[config.mk]
export PLATFORM = sky130hd
export DESIGN_NAME = mod_bit_serializer
export DESIGN_NICKNAME = d
export VERILOG_FILES = /design/src/rtl/mod_bit_serializer.sv
export SDC_FILE = /design/constraint.sdc
export NUM_CORES = 1
export LEC_CHECK = 0
export BUFFER_PORTS_ARGS = -buffer_cell sky130_fd_sc_hd__buf_2
export CAP_MARGIN = 20
export CORE_UTILIZATION = 35
export DETAILED_ROUTE_END_ITERATION = 12
export PLACE_DENSITY = 0.57
export SLEW_MARGIN = 20
export SYNTH_ARGS = -nofsm -noshare
export SYNTH_HDL_FRONTEND = slang
export SYNTH_SLANG_ARGS = --single-unit
[constraint.sdc]
create_clock -name clk -period 3 [get_ports clk]
set_input_delay 0.6 -clock clk [delete_from_list [all_inputs] [get_ports clk]]
set_output_delay 0.6 -clock clk [all_outputs]
set_load 0.01 [all_outputs]
[src/rtl/mod_bit_serializer.sv]
// Byte-to-bit serializer feeding the BPSK/QPSK modulator: valid/ready byte input,
// programmable bit period, registered serial outputs. Optional macro: MOD_SER_PREAMBLE_EN.
module mod_bit_serializer #(
  parameter int                DATA_W        = 8,
  parameter int                DIV_W         = 8,
  parameter int                MSB_FIRST     = 1,
  parameter logic [DATA_W-1:0] PREAMBLE_BYTE = 8'hAA
) (
  input  logic              clk,
  input  logic              rst,
  input  logic [DIV_W-1:0]  baud_div,
  input  logic [DATA_W-1:0] s_data,
  input  logic              s_valid,
  output logic              s_ready,
  output logic              data_out,
  output logic              mod_en,
  output logic              bit_strobe,
  output logic              busy,
  output logic              frame_done,
  output logic [1:0]        state_dbg
);

  // Handshake: a byte transfers on a rising clk edge where s_valid && s_ready;
  // s_ready is registered and is high only in IDLE and in the final cycle of a byte.

  localparam int CNT_W = $clog2(DATA_W);
  localparam logic [CNT_W-1:0] LAST_BIT = CNT_W'(DATA_W - 1);

`ifdef MOD_SER_PREAMBLE_EN
  typedef enum logic [1:0] {IDLE = 2'd0, SHIFT = 2'd1, PREAMBLE = 2'd2} state_t;
  logic [DATA_W-1:0] hold_q, hold_d;
`else
  typedef enum logic [1:0] {IDLE = 2'd0, SHIFT = 2'd1} state_t;
`endif

  state_t            state, state_d;
  logic [DATA_W-1:0] shift_q, shift_d, shift_adv;
  logic [DIV_W-1:0]  div_latch, latch_d, div_cnt, div_d;
  logic [CNT_W-1:0]  bit_cnt, bit_d;
  logic              strobe_d, accept;

  assign accept    = s_valid && s_ready;
  assign shift_adv = (MSB_FIRST != 0) ? {shift_q[DATA_W-2:0], 1'b0}
                                      : {1'b0, shift_q[DATA_W-1:1]};
  assign state_dbg = state;

  always_comb begin
    state_d  = state;
    shift_d  = shift_q;
    latch_d  = div_latch;
    div_d    = div_cnt;
    bit_d    = bit_cnt;
    strobe_d = 1'b0;
`ifdef MOD_SER_PREAMBLE_EN
    hold_d   = hold_q;
`endif
    case (state)
      IDLE: begin
        if (accept) begin
          latch_d  = baud_div;
          div_d    = baud_div;
          bit_d    = '0;
          strobe_d = 1'b1;
`ifdef MOD_SER_PREAMBLE_EN
          hold_d   = s_data;
          shift_d  = PREAMBLE_BYTE;
          state_d  = PREAMBLE;
`else
          shift_d  = s_data;
          state_d  = SHIFT;
`endif
        end
      end
      SHIFT: begin
        if (div_cnt != '0) begin
          div_d = div_cnt - 1'b1;
        end else if (bit_cnt != LAST_BIT) begin
          shift_d  = shift_adv;
          bit_d    = bit_cnt + 1'b1;
          div_d    = div_latch;
          strobe_d = 1'b1;
        end else if (accept) begin
          // Back-to-back byte: reload on the final edge so mod_en never drops
          shift_d  = s_data;
          latch_d  = baud_div;
          div_d    = baud_div;
          bit_d    = '0;
          strobe_d = 1'b1;
        end else begin
          state_d = IDLE;
          shift_d = '0;
          div_d   = '0;
          bit_d   = '0;
        end
      end
`ifdef MOD_SER_PREAMBLE_EN
      PREAMBLE: begin
        if (div_cnt != '0) begin
          div_d = div_cnt - 1'b1;
        end else if (bit_cnt != LAST_BIT) begin
          shift_d  = shift_adv;
          bit_d    = bit_cnt + 1'b1;
          div_d    = div_latch;
          strobe_d = 1'b1;
        end else begin
          shift_d  = hold_q;
          div_d    = div_latch;
          bit_d    = '0;
          strobe_d = 1'b1;
          state_d  = SHIFT;
        end
      end
`endif
      default: state_d = IDLE;
    endcase
  end

  // Outputs are computed from next-state values so every port comes straight off a flop
  logic data_d, mod_en_d, done_d, ready_d;
  always_comb begin
    mod_en_d = (state_d != IDLE);
    data_d   = mod_en_d && ((MSB_FIRST != 0) ? shift_d[DATA_W-1] : shift_d[0]);
    done_d   = (state_d == SHIFT) && (bit_d == LAST_BIT) && (div_d == '0);
    ready_d  = (state_d == IDLE) || done_d;
  end

  always_ff @(posedge clk or posedge rst) begin
    if (rst) begin
      state      <= IDLE;
      shift_q    <= '0;
      div_latch  <= '0;
      div_cnt    <= '0;
      bit_cnt    <= '0;
      s_ready    <= 1'b0;
      data_out   <= 1'b0;
      mod_en     <= 1'b0;
      bit_strobe <= 1'b0;
      busy       <= 1'b0;
      frame_done <= 1'b0;
`ifdef MOD_SER_PREAMBLE_EN
      hold_q     <= '0;
`endif
    end else begin
      state      <= state_d;
      shift_q    <= shift_d;
      div_latch  <= latch_d;
      div_cnt    <= div_d;
      bit_cnt    <= bit_d;
      s_ready    <= ready_d;
      data_out   <= data_d;
      mod_en     <= mod_en_d;
      bit_strobe <= strobe_d;
      busy       <= mod_en_d;
      frame_done <= done_d;
`ifdef MOD_SER_PREAMBLE_EN
      hold_q     <= hold_d;
`endif
    end
  end

endmodule

==> impl_metrics.csv <==
group,metric,value,unit
setup_path,critical_path.max_fanout,7,
setup_path,critPathLaunch,"div_cnt[0]$_DFF_PP0_",
placement,gp_congestion,0.884,
cells_and_area,antenna_cells,0,
routing,wl_per_cell,15.9,um
cts,clkLatencyLatePin,0.29,ns
routing,post-route-drc-count,0,
cells_and_area,fin_nets,233,
die,start_util,37.3,%
timing,timing.final.max_slew_violations,0,
synth,synth_edf_count,0,
grt,antenna_found_initial,0,
placement,dp_hpwl,3290,um
routing,drt-total-wl,4420,um
setup_path,crit_slowest_cell,"or4b_4",
grt,grt_first_pass_wirelength,7330,um
setup_path,max_stage_delay,0.56,ns
setup_path,cp-end-kind,"flip-flop",
die,die_height,73.7,um
routing,drt_iter0_drc,123,
cells_and_area,n_fill_cell,492,
timing,setup_viol,0,
setup_path,crit_chain,"inv_1, ha_1, nor3b_1, nand2_1, a211oi_1, o31ai_1, or4b_4, o31ai_2",
placement,portBuffers,26,
setup_path,worstPathArrival,2.87,ns
cts,htree_num_levels,2,
setup_path,r2r_setup_slack,0.33,ns
setup_path,reg2reg_depth,8,
status,status,"completed",
routing,vias,1519,
synth,async_flop_share,100,%
synth,yosys_warnings,0,
timing,timing.fmax,374,MHz
cts,clock_path_buffers,2,
synth,seq_area_frac_synth,47.3,%
setup_path,critPathRequiredTime,3.20,ns
power,p_leak,0.993,nW
die,core-area,4820,um2
cts,root_buffer,"clkbuf_8",
cts,cts_tree,"built",
synth,ys_dominant_reg_cell,"dfrtp_1",
grt,grt_overflow,0,
cts,cts_hold_buf,0,
cts,path_clk_slew,0.07,ns
synth,synth_cell_types,51,
setup_path,critPathKind,"reg2reg",
timing,post-route-period-util,89.1,%
cts,post_cts.repair.setup_buffers,0,
power,powerDensity,657,nW/um2
cts,cts.sinks,34,
cells_and_area,mostFrequentLayoutCells,"dfrtp_1, buf_2, nand2_1, inv_1, a21oi_1",
synth,avgSynthCellArea,10.1,um2
timing,tightest_slew,0.768,ns
grt,grt_usage,18.5,%
die,die_w,73.7,um
die,dieArea,5430,um2
timing,finClkSkew,0.00791,ns
cells_and_area,drive_gt1_share,26.5,%
setup_path,r2r-start,"div_cnt[0]$_DFF_PP0_",
die,pin_count,27,
timing,max_slew_margin,48.4,%
setup_path,r2r_end,"s_ready$_DFF_PP0_",
timing,hold_viol,0,
synth,ys_ff_latch,34,
run,maxCapViolations,0,
timing,tns,0,ns
synth,synth_nets,200,
synth,synth_area,1800,um2
routing,detail-route-antenna-nets,0,
setup_path,cp-start-kind,"flip-flop",
timing,min_period,2.67,ns
worst_hold_path,worstHoldPathType,"in2async",
synth,syn-instance-count,178,
grt,grt_max_degree,21,
timing,rsz0062_at_grt,"no",
routing,dr.pass1.iters,5,
routing,vias_per_cell,5.46,
power,ir_drop,0.241,mV
grt,first_global_vias,1435,
power,power,1.42,mW
die,rows,25,
setup_path,crit_family,"simple AND/OR/NAND/NOR gates",
setup_path,path_buf_inv,1,
cts,cts_buffers,5,
cells_and_area,syn2layout_area_growth,19.8,%
cells_and_area,final_common_cell,"dfrtp_1",
cts,cts-resized-gates,0,
## through the flow
stage	area (um2)	setup slack, ns	std cells	hold WS, ns	utilization (%)
2_1_floorplan	1800	0.509	178	0.449	-
3_3_place_gp	2040	0.397	271	0.470	42.4
3_5_place_dp	2040	0.341	271	0.487	42.4
4_1_cts	2150	0.335	278	0.477	44.7
5_1_grt	2150	0.140	278	0.505	44.7
6_report	2150	0.328	278	0.431	44.7
## report_power, final
group | switching [mW] | leakage, nW | internal (mW)
Clock | 0.161 | 0.0573 | 0.266
Combinational | 0.174 | 0.514 | 0.162
Sequential | 0.0988 | 0.421 | 0.554
Total | 0.434 | 0.993 | 0.981
## per-layer routing
layer | share of wire (%) | global-route usage (%) | up-vias
met4 | 1.4 | 5.77 | 0
met3 | 5.6 | 4.25 | 6
li1 | - | - | 730
met5 | 0 | 0 | -
met1 | 48 | 25.4 | 734
met2 | 45 | 28.7 | 49
## cell usage after synthesis (all sizes together), types with 4 or more instances
library cell | instances | area [um2]
o21ai | 6 | 30.0
a21oi | 10 | 50.1
dfrtp | 34 | 851
inv | 13 | 48.8
clkbuf | 7 | 26.3
a222oi | 6 | 60.1
nand2 | 16 | 60.1
a22oi | 4 | 30.0
mux2 | 8 | 90.1
a22o | 4 | 35.0
nor3 | 4 | 20.0
and3 | 5 | 31.3
nor2 | 8 | 30.0
## flip-flops by register name, summed over array words and instances, names as in the netlist, 2 cells and up
signal	cells
state_dbg	2
bit_cnt	3
div_cnt	8
div_latch	8
shift_q	8
## how the worst max path moves through the flow
| stage | depth (start not counted) | end |
|---|---|---|
| 2_1_floorplan | 8 | div_latch[0]$_DFFE_PP0P_ |
| 3_3_place_gp | 9 | s_ready$_DFF_PP0_ |
| 3_5_place_dp | 8 | s_ready$_DFF_PP0_ |
| 4_1_cts | 8 | s_ready$_DFF_PP0_ |
| 5_1_grt | 8 | div_latch[4]$_DFFE_PP0P_ |
| 6_report | 8 | s_ready$_DFF_PP0_ |
## cell families after synthesis
kind of cell	Yosys count	synth area share (%)
buf+inv	23	5.08
xor+xnor	1	0.487
other cells	1	0.209
flops	34	47.3
fa+ha+maj	3	2.09
simple gates	52	16.3
mux	8	5.01
compound gates	56	23.5
## final cells by class
type	instances	area, um2	area share [%]
clock buffers	6	82.6	3.83
flip-flops and latches	34	851	39.5
well taps	67	83.8	3.89
multi-input cells	121	856	39.7
clock inverters	1	30.0	1.39
repair buffers	35	198	9.18
inverters	14	52.6	2.44
Note: power is estimated with default switching activity, not from simulation.
